==> src/rtl/ram_async_ctrl_if.sv <==
// rtl/ram_async_ctrl_if.sv - request/response handshake bundle for ram_async_ctrl
interface ram_async_ctrl_if #(
  parameter int ADDRESS_SIZE = 24,
  parameter int DATA_SIZE    = 16
);
  logic                    reqValid;
  logic                    reqReady;
  logic                    reqWrite;
  logic [ADDRESS_SIZE-1:0] reqAddress;
  logic [DATA_SIZE-1:0]    reqData;
  logic [1:0]              reqByteEn;
  logic                    rspValid;
  logic [DATA_SIZE-1:0]    rspData;

  modport master (
    output reqValid, reqWrite, reqAddress, reqData, reqByteEn,
    input  reqReady, rspValid, rspData
  );

  modport slave (
    input  reqValid, reqWrite, reqAddress, reqData, reqByteEn,
    output reqReady, rspValid, rspData
  );
endinterface

==> src/rtl/ram_async_ctrl.sv <==
// rtl/ram_async_ctrl.sv - async-SRAM access sequencer feeding RAM_interface
// Optional RAM_CTRL_WAIT_EN: stretch ACCESS while synchronized memWait is high.
module ram_async_ctrl #(
  parameter int ADDRESS_SIZE = 24,
  parameter int DATA_SIZE    = 16,
  parameter int WAIT_CYCLES  = 7
) (
  input  logic                    clk,
  input  logic                    rst_n,
  ram_async_ctrl_if.slave         bus,
  output logic [ADDRESS_SIZE-1:0] outAddress,
  output logic [DATA_SIZE-1:0]    outDataOut,
  output logic                    outDataOe,
  input  logic [DATA_SIZE-1:0]    outDataIn,
  output logic                    lowerByte,
  output logic                    upperByte,
  output logic                    outputEnable,
  output logic                    writeEnable,
  input  logic                    memWait
);
  localparam int CW   = $clog2(WAIT_CYCLES + 1);
  localparam int HALF = DATA_SIZE / 2;

  typedef enum logic [1:0] {IDLE, SETUP, ACCESS, HOLD} state_t;

  state_t         state;
  logic [CW-1:0]  count;
  logic           isWrite;
  logic [1:0]     byteEn;
  logic           accessDone;
  logic [DATA_SIZE-1:0] readMasked;

`ifdef RAM_CTRL_WAIT_EN
  logic waitMeta;
  logic waitSync;

  always_ff @(posedge clk or negedge rst_n) begin
    if (!rst_n) begin
      waitMeta <= 1'b0;
      waitSync <= 1'b0;
    end else begin
      waitMeta <= memWait;
      waitSync <= waitMeta;
    end
  end

  assign accessDone = (count == '0) && !waitSync;
`else
  logic unusedMemWait;
  assign unusedMemWait = memWait;
  assign accessDone    = (count == '0);
`endif

  // Disabled lanes read back as zero so callers never see stale bus bytes.
  always_comb begin
    readMasked = outDataIn;
    if (!byteEn[0]) readMasked[HALF-1:0]         = '0;
    if (!byteEn[1]) readMasked[DATA_SIZE-1:HALF] = '0;
  end

  always_ff @(posedge clk or negedge rst_n) begin
    if (!rst_n) begin
      state        <= IDLE;
      bus.reqReady <= 1'b1;
      bus.rspValid <= 1'b0;
      bus.rspData  <= '0;
      outAddress   <= '0;
      outDataOut   <= '0;
      outDataOe    <= 1'b0;
      lowerByte    <= 1'b1;
      upperByte    <= 1'b1;
      outputEnable <= 1'b1;
      writeEnable  <= 1'b1;
      count        <= '0;
      isWrite      <= 1'b0;
      byteEn       <= 2'b00;
    end else begin
      bus.rspValid <= 1'b0;
      case (state)
        IDLE: begin
          if (bus.reqValid && bus.reqReady) begin
            state        <= SETUP;
            bus.reqReady <= 1'b0;
            outAddress   <= bus.reqAddress;
            outDataOut   <= bus.reqData;
            outDataOe    <= bus.reqWrite;
            lowerByte    <= ~bus.reqByteEn[0];
            upperByte    <= ~bus.reqByteEn[1];
            isWrite      <= bus.reqWrite;
            byteEn       <= bus.reqByteEn;
          end
        end
        SETUP: begin
          state <= ACCESS;
          count <= CW'(WAIT_CYCLES - 1);
          if (isWrite) writeEnable  <= 1'b0;
          else         outputEnable <= 1'b0;
        end
        ACCESS: begin
          // Sample read data while the strobe is still low on this final cycle.
          if (accessDone) begin
            state        <= HOLD;
            writeEnable  <= 1'b1;
            outputEnable <= 1'b1;
            bus.rspValid <= 1'b1;
            if (!isWrite) bus.rspData <= readMasked;
          end else if (count != '0) begin
            count <= count - 1'b1;
          end
        end
        HOLD: begin
          state        <= IDLE;
          outDataOe    <= 1'b0;
          lowerByte    <= 1'b1;
          upperByte    <= 1'b1;
          bus.reqReady <= 1'b1;
        end
        default: state <= IDLE;
      endcase
    end
  end
endmodule

==> src/flat_wrapper.sv <==
// flat-port wrapper written by rule: the top's interface ports become plain ports
module ram_async_ctrl_flat 
#(
  parameter int ADDRESS_SIZE = 24,
  parameter int DATA_SIZE    = 16,
  parameter int WAIT_CYCLES  = 7
)
  (clk, rst_n, outAddress, outDataOut, outDataOe, outDataIn, lowerByte, upperByte, outputEnable, writeEnable, memWait, bus_reqValid, bus_reqWrite, bus_reqAddress, bus_reqData, bus_reqByteEn, bus_reqReady, bus_rspValid, bus_rspData);
  ram_async_ctrl_if #(.ADDRESS_SIZE(ADDRESS_SIZE), .DATA_SIZE(DATA_SIZE)) bus_i ();
  input  logic clk;
  input  logic rst_n;
  output logic [ADDRESS_SIZE-1:0] outAddress;
  output logic [DATA_SIZE-1:0] outDataOut;
  output logic outDataOe;
  input  logic [DATA_SIZE-1:0] outDataIn;
  output logic lowerByte;
  output logic upperByte;
  output logic outputEnable;
  output logic writeEnable;
  input  logic memWait;
  input wire logic [$bits(bus_i.reqValid)-1:0] bus_reqValid;
  input wire logic [$bits(bus_i.reqWrite)-1:0] bus_reqWrite;
  input wire logic [$bits(bus_i.reqAddress)-1:0] bus_reqAddress;
  input wire logic [$bits(bus_i.reqData)-1:0] bus_reqData;
  input wire logic [$bits(bus_i.reqByteEn)-1:0] bus_reqByteEn;
  output wire logic [$bits(bus_i.reqReady)-1:0] bus_reqReady;
  output wire logic [$bits(bus_i.rspValid)-1:0] bus_rspValid;
  output wire logic [$bits(bus_i.rspData)-1:0] bus_rspData;
  assign bus_i.reqValid = bus_reqValid;
  assign bus_i.reqWrite = bus_reqWrite;
  assign bus_i.reqAddress = bus_reqAddress;
  assign bus_i.reqData = bus_reqData;
  assign bus_i.reqByteEn = bus_reqByteEn;
  assign bus_reqReady = bus_i.reqReady;
  assign bus_rspValid = bus_i.rspValid;
  assign bus_rspData = bus_i.rspData;
  ram_async_ctrl #(.ADDRESS_SIZE(ADDRESS_SIZE), .DATA_SIZE(DATA_SIZE), .WAIT_CYCLES(WAIT_CYCLES)) u_core (.clk(clk), .rst_n(rst_n), .bus(bus_i), .outAddress(outAddress), .outDataOut(outDataOut), .outDataOe(outDataOe), .outDataIn(outDataIn), .lowerByte(lowerByte), .upperByte(upperByte), .outputEnable(outputEnable), .writeEnable(writeEnable), .memWait(memWait));
endmodule
==> config.mk <==
export PLATFORM = sky130hd
export DESIGN_NAME = ram_async_ctrl_flat
export DESIGN_NICKNAME = d
export VERILOG_FILES = /design/src/rtl/ram_async_ctrl_if.sv /design/src/rtl/ram_async_ctrl.sv /design/src/flat_wrapper.sv
export SDC_FILE = /design/constraint.sdc
export NUM_CORES = 1
export LEC_CHECK = 0
export CORE_ASPECT_RATIO = 1.25
export CORE_MARGIN = 3
export CORE_UTILIZATION = 43
export DETAILED_ROUTE_END_ITERATION = 7
export PLACE_DENSITY = 0.8
export SLEW_MARGIN = 20
export SYNTH_ARGS = -nofsm -noshare
export SYNTH_HDL_FRONTEND = slang
export SYNTH_SLANG_ARGS = --single-unit
==> constraint.sdc <==
create_clock -name clk -period 1.8 [get_ports clk]
set_input_delay 0.45 -clock clk [delete_from_list [all_inputs] [get_ports clk]]
set_output_delay 0.45 -clock clk [all_outputs]
set_load 0.03 [all_outputs]
Word level (Yosys, flattened, before mapping). Index checks and enable logic that the tools add are counted.

Reductions and logical operators: 13. Mux-type cells: 23. Equal/unequal tests: 9. Bitwise gates (word level): 3. Add/subtract/negate cells: 1.

Operators with widths (count): two-way mux 8 bit (2); one-hot mux 1 bit (2 select lines) (6); AND reduction 3 bit (4); two-way mux 1 bit (9); inequality test 2 x 1 -> 1 bit (second input constant) (4); one-hot mux 2 bit (4 select lines) (1); two-way mux 3 bit (2); one-hot mux 3 bit (2 select lines) (1); AND reduction 2 bit (3); == test 2 bit (second input constant) (2); two-way mux 2 bit (2); inequality test 2 bit (second input constant) (2); nonzero test 2 bit (2); logical NOT 3 bit (1); inverter 1 bit (3); nonzero test 3 bit (1); subtractor 3 x 1 -> 3 bit (second input constant) (1); == test 2 x 1 -> 1 bit (second input constant) (1); logical NOT 2 bit (1); logical AND 1 bit (1).

Input bits: 63. Output and inout port bits: 63. Word-level logic and storage cells: 63. Register bits: 71.

Longest topological paths before layout.
Depth in word-level cells: 4. Gate-level depth with buffers: 6. Mapped depth without buffers: 5.

Least setup slack after synthesis. No wires, ideal clock.

Path kind: register to register. From: register u_core.state[0]. To: register u_core.outputEnable. Arrival time: 1.451 ns. Cell stages (with the launch flop): 6. Period minus slack after synthesis: 1.533 ns. Required time: 1.718 ns. Setup slack: 0.267 ns. Cells stage by stage: dfrtp_1 inv_1 ha_1 clkbuf_1 a221oi_1 mux2_2.

Longest elaborated chain between the ends: 3. Elaborated cells on any way between the ends: 7.

Ends and longest elaborated chain: start: declaration (RTL line ram_async_ctrl.sv:26) `state_t state;`; start signal: assignment (RTL line ram_async_ctrl.sv:63) `state <= IDLE;`; start signal: assignment (RTL line ram_async_ctrl.sv:82) `state <= SETUP;`; start signal: assignment (RTL line ram_async_ctrl.sv:94) `state <= ACCESS;`; == test 2 x 1 -> 1 bit / == test 2 bit (equally long branches) (RTL line ram_async_ctrl.sv:79) `case (state)`; inequality test 2 bit (no source line), or another cell as far along; AND reduction 3 bit (no source line); end signal: assignment (RTL line ram_async_ctrl.sv:72) `outputEnable <= 1'b1;`; end signal: assignment (RTL line ram_async_ctrl.sv:97) `else outputEnable <= 1'b0;`; end signal: assignment (RTL line ram_async_ctrl.sv:104) `outputEnable <= 1'b1;`; end: declaration (RTL line ram_async_ctrl.sv:17) `output logic outputEnable,`.

Parallel ways exist; a longest one is shown, timed or not. A chain may end at the register's enable or synchronous reset.

Worst setup path after layout.
From: register u_core.lowerByte. To: output port lowerByte.

RTL lines: start: declaration (RTL line ram_async_ctrl.sv:15) `output logic lowerByte,`; start signal: assignment (RTL line ram_async_ctrl.sv:87) `lowerByte <= ~bus.reqByteEn[0];`; end: declaration (RTL line flat_wrapper.sv:16) `output logic lowerByte;`.

No word-level cell between the ends.

==> impl.org <==
** Detailed routing
- For this run, the detailed router's first-pass iteration total came to 4.
- Detailed routing inserted a total of 2179 vias.
- Drt via density :: 4.77
- DRC viols :: 0
- The detail route stage leaves a number of antenna-violating nets equal to 0.
- Dividing the detail-routed wire length by the instance count gives 15.1 um.
- The final layout contains routed wiring with a total length of 6890 um.
- Initial DRC Count :: 56

** CTS
- Cts bufs inserted :: 9
- CTS saw 71 sinks.
- The longest clock path from root to sink contains 2 buffers.
- Clock latency on the worst-skew pair :: 0.33 ns
- Count of hold-fix buffers inserted at cts :: 0
- TritonCTS built the clock tree.
- After clock tree synthesis, the clock-pin slew on the worst setup and hold paths is 0.08 ns.
- Post-CTS Setup Repair Bufs :: 0
- Post-CTS resize count :: 63
- Maximum level of the CTS H-tree :: 3
- The cell sitting at the root of the clock tree is a clkbuf_8.

** Logic synthesis
- After synthesis, the netlist uses 30 different library cells.
- Counting every instance in the synthesized netlist gives 227.
- Synth Register Bits :: 71
- After synthesis, the mean cell area works out to 13.7 um2.
- Yosys warns :: 0
- By area the synthesized netlist is led by dfrtp_1 53%, mux2_4 19%, dfstp_2 4.2%.
- The cell area that synthesis handed to floorplanning was 3120 um2.
- Leading cell types by count after synthesis :: 66 x dfrtp_1, 40 x mux2_4, 33 x nand2_1
- Nets in the synthesized netlist :: 297
- The synthesized design contains 0 enable-type register cells.
- Post-synthesis sequential area ratio :: 0.571
- The most used flip-flop cell after synthesis is dfrtp_1.
- Most numerous cell in the Yosys netlist :: dfrtp_1
- The share of synthesized area in the top cell type comes to 0.529.
- The synthesized design spends more area on one cell type than any other, namely dfrtp_1.
- Async set-or-reset flop fraction in the synthesized netlist :: 1.00

** Final layout
- After filler insertion, the fill cell instance count of the layout stands at 545.
- Multi-input combinational cell area :: 1190 um2
- Synth-to-layout area growth :: 49.0%
- 0 antenna diodes ended up in the layout.
- In the final layout, the share of cells above drive strength 1 is 0.218.
- The final layout contains 433 nets.
- Core Util, Final :: 0.662
- Reg area :: 1780 um2

** Worst hold path
- Path class of the lowest-slack min-delay path :: in -> async

** STA
- Final worst-path cycle share :: 0.968
- The clock period could shrink to 1.74 ns.
- Worst rel slew slack :: 0.759
- For the pin with the worst max-slew slack, the measured transition is 0.361 ns.
- For this run, the top clock speed supported by timing is 574 MHz.
- Hold Violations, Final :: 0
- Summed negative setup slack over all endpoints :: 0 ns
- Max Transition Viols Final :: 0
- Setup violations remaining at the end of the flow were counted as 0.
- Setup repair after global routing left no endpoint under its margin.
- The clock arrives with 0.00794 ns of skew.

** Setup path
- The slowest stage of the critical path is the dfstp_2 cell.
- STA classifies the critical path endpoint as a primary output.
- Critical path data required time :: 1.35 ns
- Worst setup path category :: reg -> out
- Together, buffers and inverters on the worst path number 1.
- Traced cell by cell, the critical path runs through dlygate4sd2_1.
- Data arrival time of the critical path :: 1.29 ns
- The worst setup path is launched from a flop.
- Along the worst path, the maximum fanout reaches 3.
- The largest single stage delay on the critical path is 0.55 ns.
- Crit path max-delay family :: flip-flops

** GRT
- Global Route Usage Sum :: 0.170
- Maximum number of pins on one net before global-route repair :: 72
- The first global-routing pass estimated 10800 um of wire.
- The initial antenna violation count is 0.
- The number of global-route vias before repair was 2169.
- Summed over all layers, the global routing overflow is 0.

** Floorplanning
- Die outline area :: 8320 um2
- Starting utilization of the core area :: 0.445
- Vert. Die Dim :: 101 um
- Number of ports placed on the die boundary :: 126
- In this run the core area contains 34 standard-cell rows.
- The floorplan step defined a core boundary enclosing 7020 um2.
- Overall die width :: 82.2 um

** Power and ir drop
- Of the total power, registers draw 0.328.
- Switching portion of total power :: 0.385
- IR analysis of the VDD net gives a maximum drop of 1.03 mV.
- Power spread over the standard cell area amounts to 1790 nW/um2.
- Share of total power in combinational logic :: 0.487
- Summed over all cells, the static leakage comes to 2.34 nW.
- Cell Int Power :: 5.11 mW
- Clk network pwr share :: 0.184
- Total net switching power :: 3.21 mW

** Placed design
- Placed wire-length estimate after detailed placement :: 5040 um
- Routability-driven placement finished with a final weighted congestion of 0.738.
- Input and output buffers added on the ports amount to 124.

** Outcome
- The run finished with clean final reports.

** Flow run
- Number of max-cap violations :: 0
[cells by family (layout without fill, tap and decap cells)]
logic type | count (synthesis) | count (layout) | share of synthesized area
flip-flops | 71 | 71 | 0.571
AND/OR/NAND/NOR | 47 | 47 | 0.0738
multiplexers | 46 | 46 | 0.214
AO/OA/AOI/OAI | 35 | 35 | 0.0646
buffers and inverters | 21 | 161 | 0.0485
adder cells (fa/ha/maj) | 7 | 7 | 0.0281
[sequential cells by signal, indices dropped and copies added (netlist names), 2 cells and up]
register	flops
u_core.state	2
u_core.byteEn	2
u_core.outAddress	24
u_core.count	3
u_core.bus.rspData	16
u_core.outDataOut	16
[area by class of cell]
type,instances,area share
repair buffers,136,0.276
flip-flops and latches,71,0.384
inverters,10,0.00808
clock buffers,10,0.0296
well taps,90,0.0242
multi-input cells,135,0.255
clock inverters,5,0.0229
[power groups by stage]
stage / Clock (mW) / Sequential (mW) / Combinational, mW
after detailed placement: 0 / 2.77 / 4.50
after global placement: 0 / 2.74 / 4.42
after CTS: 1.58 / 2.74 / 4.10
after floorplan: 0 / 3.87 / 1.69
final: 1.53 / 2.73 / 4.06
after global routing: 1.66 / 2.82 / 4.33
[final timing paths]
path,startpoint,endpoint,depth (start not counted),slack (ns)
worst max-delay path,u_core.lowerByte$_DFFE_PN1P_,lowerByte,1,0.06
worst min-delay path,rst_n,u_core.bus.rspData[11]$_DFFE_PN0P_,2,0.13
worst max register to register,u_core.state[0]$_DFFE_PN0P_,u_core.outAddress[5]$_DFFE_PN0P_,5,0.20
worst min register to register,u_core.count[0]$_DFFE_PN0P_,u_core.count[0]$_DFFE_PN0P_,1,0.46
max in group asynchronous,rst_n,u_core.bus.reqReady$_DFFE_PN1P_,2,1.34
min in group clk,u_core.count[0]$_DFFE_PN0P_,u_core.count[0]$_DFFE_PN0P_,1,0.46
[routing by layer]
layer  up-vias  global-route usage  share of wire
met5         -                   0              0
met4         0              0.0473          0.011
met3         9              0.0587          0.073
met2        79               0.264           0.50
met1      1037               0.224           0.42
li1       1054                   -              -
[through the flow]
stage,area (um2),setup WS [ns],total power [mW],instances,hold slack (ns)
floorplan,3120,0.267,5.56,227,0.154
global placement,4480,-0.0260,7.16,442,0.456
detailed placement,4480,-0.0582,7.27,442,0.463
CTS,4650,0.0363,8.41,457,0.136
global route,4650,0.00547,8.81,457,0.135
finish,4650,0.0579,8.32,457,0.131
[cells in the final DEF (no fill, tap or decap), types with 3 or more instances in the layout]
| master | n |
|---|---|
| dfrtp_1 | 66 |
| dlygate4sd2_1 | 63 |
| clkdlybuf4s50_1 | 60 |
| mux2_4 | 40 |
| nand2_1 | 33 |
| o21ai_0 | 20 |
| inv_1 | 10 |
| clkbuf_8 | 10 |
| buf_4 | 9 |
| ha_1 | 7 |
| a21oi_1 | 6 |
| mux2_2 | 5 |
| dfstp_2 | 5 |
| nor3_1 | 3 |
| bufinv_16 | 3 |
| buf_12 | 3 |
(Power assumes the default switching activity.)
==> variant (same flow settings) <==
`DATA_SIZE` is set to 16 in 3 places; all go to 8.
--- a/src/rtl/ram_async_ctrl_if.sv
+++ b/src/rtl/ram_async_ctrl_if.sv
@@ -2,5 +2,5 @@
 interface ram_async_ctrl_if #(
   parameter int ADDRESS_SIZE = 24,
-  parameter int DATA_SIZE    = 16
+  parameter int DATA_SIZE    = 8
 );
   logic                    reqValid;
--- a/src/rtl/ram_async_ctrl.sv
+++ b/src/rtl/ram_async_ctrl.sv
@@ -3,5 +3,5 @@
 module ram_async_ctrl #(
   parameter int ADDRESS_SIZE = 24,
-  parameter int DATA_SIZE    = 16,
+  parameter int DATA_SIZE    = 8,
   parameter int WAIT_CYCLES  = 7
 ) (
--- a/src/flat_wrapper.sv
+++ b/src/flat_wrapper.sv
@@ -3,5 +3,5 @@
 #(
   parameter int ADDRESS_SIZE = 24,
-  parameter int DATA_SIZE    = 16,
+  parameter int DATA_SIZE    = 8,
   parameter int WAIT_CYCLES  = 7
 )
Ports: changed (resized bus_reqData, bus_rspData, outDataIn and outDataOut); port bits go from 126 to 94. No check against the original RTL was run, so the function may have changed too.
==> variant against the original RTL <==
Setup slack improved by 12 ps; hold slack got worse by 23 ps; die area is 20% lower; count of clock-buffer cells in the layout decreased by 3; maximum frequency up 0.67%; final area down 23%; combinational power shrank 16%; sequential cell count shrank 16; total power down 25%; register-to-register slack worse by 40 ps; area after synthesis is 21% lower; routed wire length is 27% lower; critical path type unchanged; largest power group unchanged.
==> variant: results (changes against the original RTL) <==
Compound-gate portion of the synthesized area -> 6.57% (was 6.46%)
Critical-path maximum fanout -> 1 (was 3)
Status -> finished clean (unchanged)
CP max-delay cell -> clkdlybuf4s50_1 (was dfstp_2)
Sequential cells -> 55 (was 71)
Routed vias -> 1664 (was 2179)
Kind of cell adding the most delay to the critical path -> buffers and inverters (was flip-flops)
Fill cells -> 423 (was 545)
Share of cells above drive strength 1 -> 21.7% (was 21.8%)
DP Worst Slack -> -86.7 ps (was -58.2 ps)
Clock Buffer Count -> 7 (was 10)
First-pass GRT wire length -> 8470 um (was 10800 um)
Initial drt markers -> 41 (was 56)
Netlist cell types -> 29 (was 30)
GP Congestion -> 0.740 (was 0.738)
Register share of the cell area -> 38.6% (was 38.4%)
Placed Area -> 3450 um^2 (was 4480 um^2)
Drt pass-1 iters -> 3 (was 4)
Lkg Pwr -> 1.96 nW (was 2.34 nW)
Met3 routed WL -> 339 um (was 502 um)
Multi-input gate area -> 958 um^2 (was 1190 um^2)
CP max stage delay -> 660 ps (was 550 ps)
Global routing usage on met2 -> 26.6% (was 26.4%)
Top Registers -> u_core.outAddress (24), u_core.bus.rspData (8), u_core.outDataOut (8) (was u_core.outAddress (24), u_core.bus.rspData (16), u_core.outDataOut (16))
Synthesis-to-finish area growth -> 45.6% (was 49.0%)
Worst-margin pin slew -> 502 ps (was 361 ps)
Global-route met3 utilization -> 4.01% (was 5.87%)
==> variant: cell types whose count changed after synthesis, sizes merged <==
cell	change
clkbuf	-2
mux2	-8
o21ai	-8
buf	-3
nand2	-16
dfrtp	-16
==> variant: worst paths after layout <==
| path | from | end | slack (ps) | cells after the start |
|---|---|---|---|---|
| min in group clk | u_core.bus.rspData[1] | u_core.bus.rspData[1] | 480 | 2 |
| min reg2reg | u_core.bus.rspData[1] | u_core.bus.rspData[1] | 480 | 2 |
| max reg2reg | u_core.state[0] | u_core.outAddress[12] | 160 | 4 |
| min | rst_n | u_core.outAddress[13] | 110 | 1 |
| max | u_core.bus.rspValid | bus_rspValid | 70 | 1 |
| max in group asynchronous | rst_n | u_core.outputEnable | 1110 | 2 |
==> variant: what timing repair did <==
item,4_1_cts,5_1_grt
resized for setup,21,25
hold buffers,0,0
endpoints found under the setup margin,21,25
==> variant: power by group <==
group	switching [mW]	internal, mW
registers	0.309	1.82
clock network	0.380	0.316
logic	1.78	1.62
total	2.47	3.76
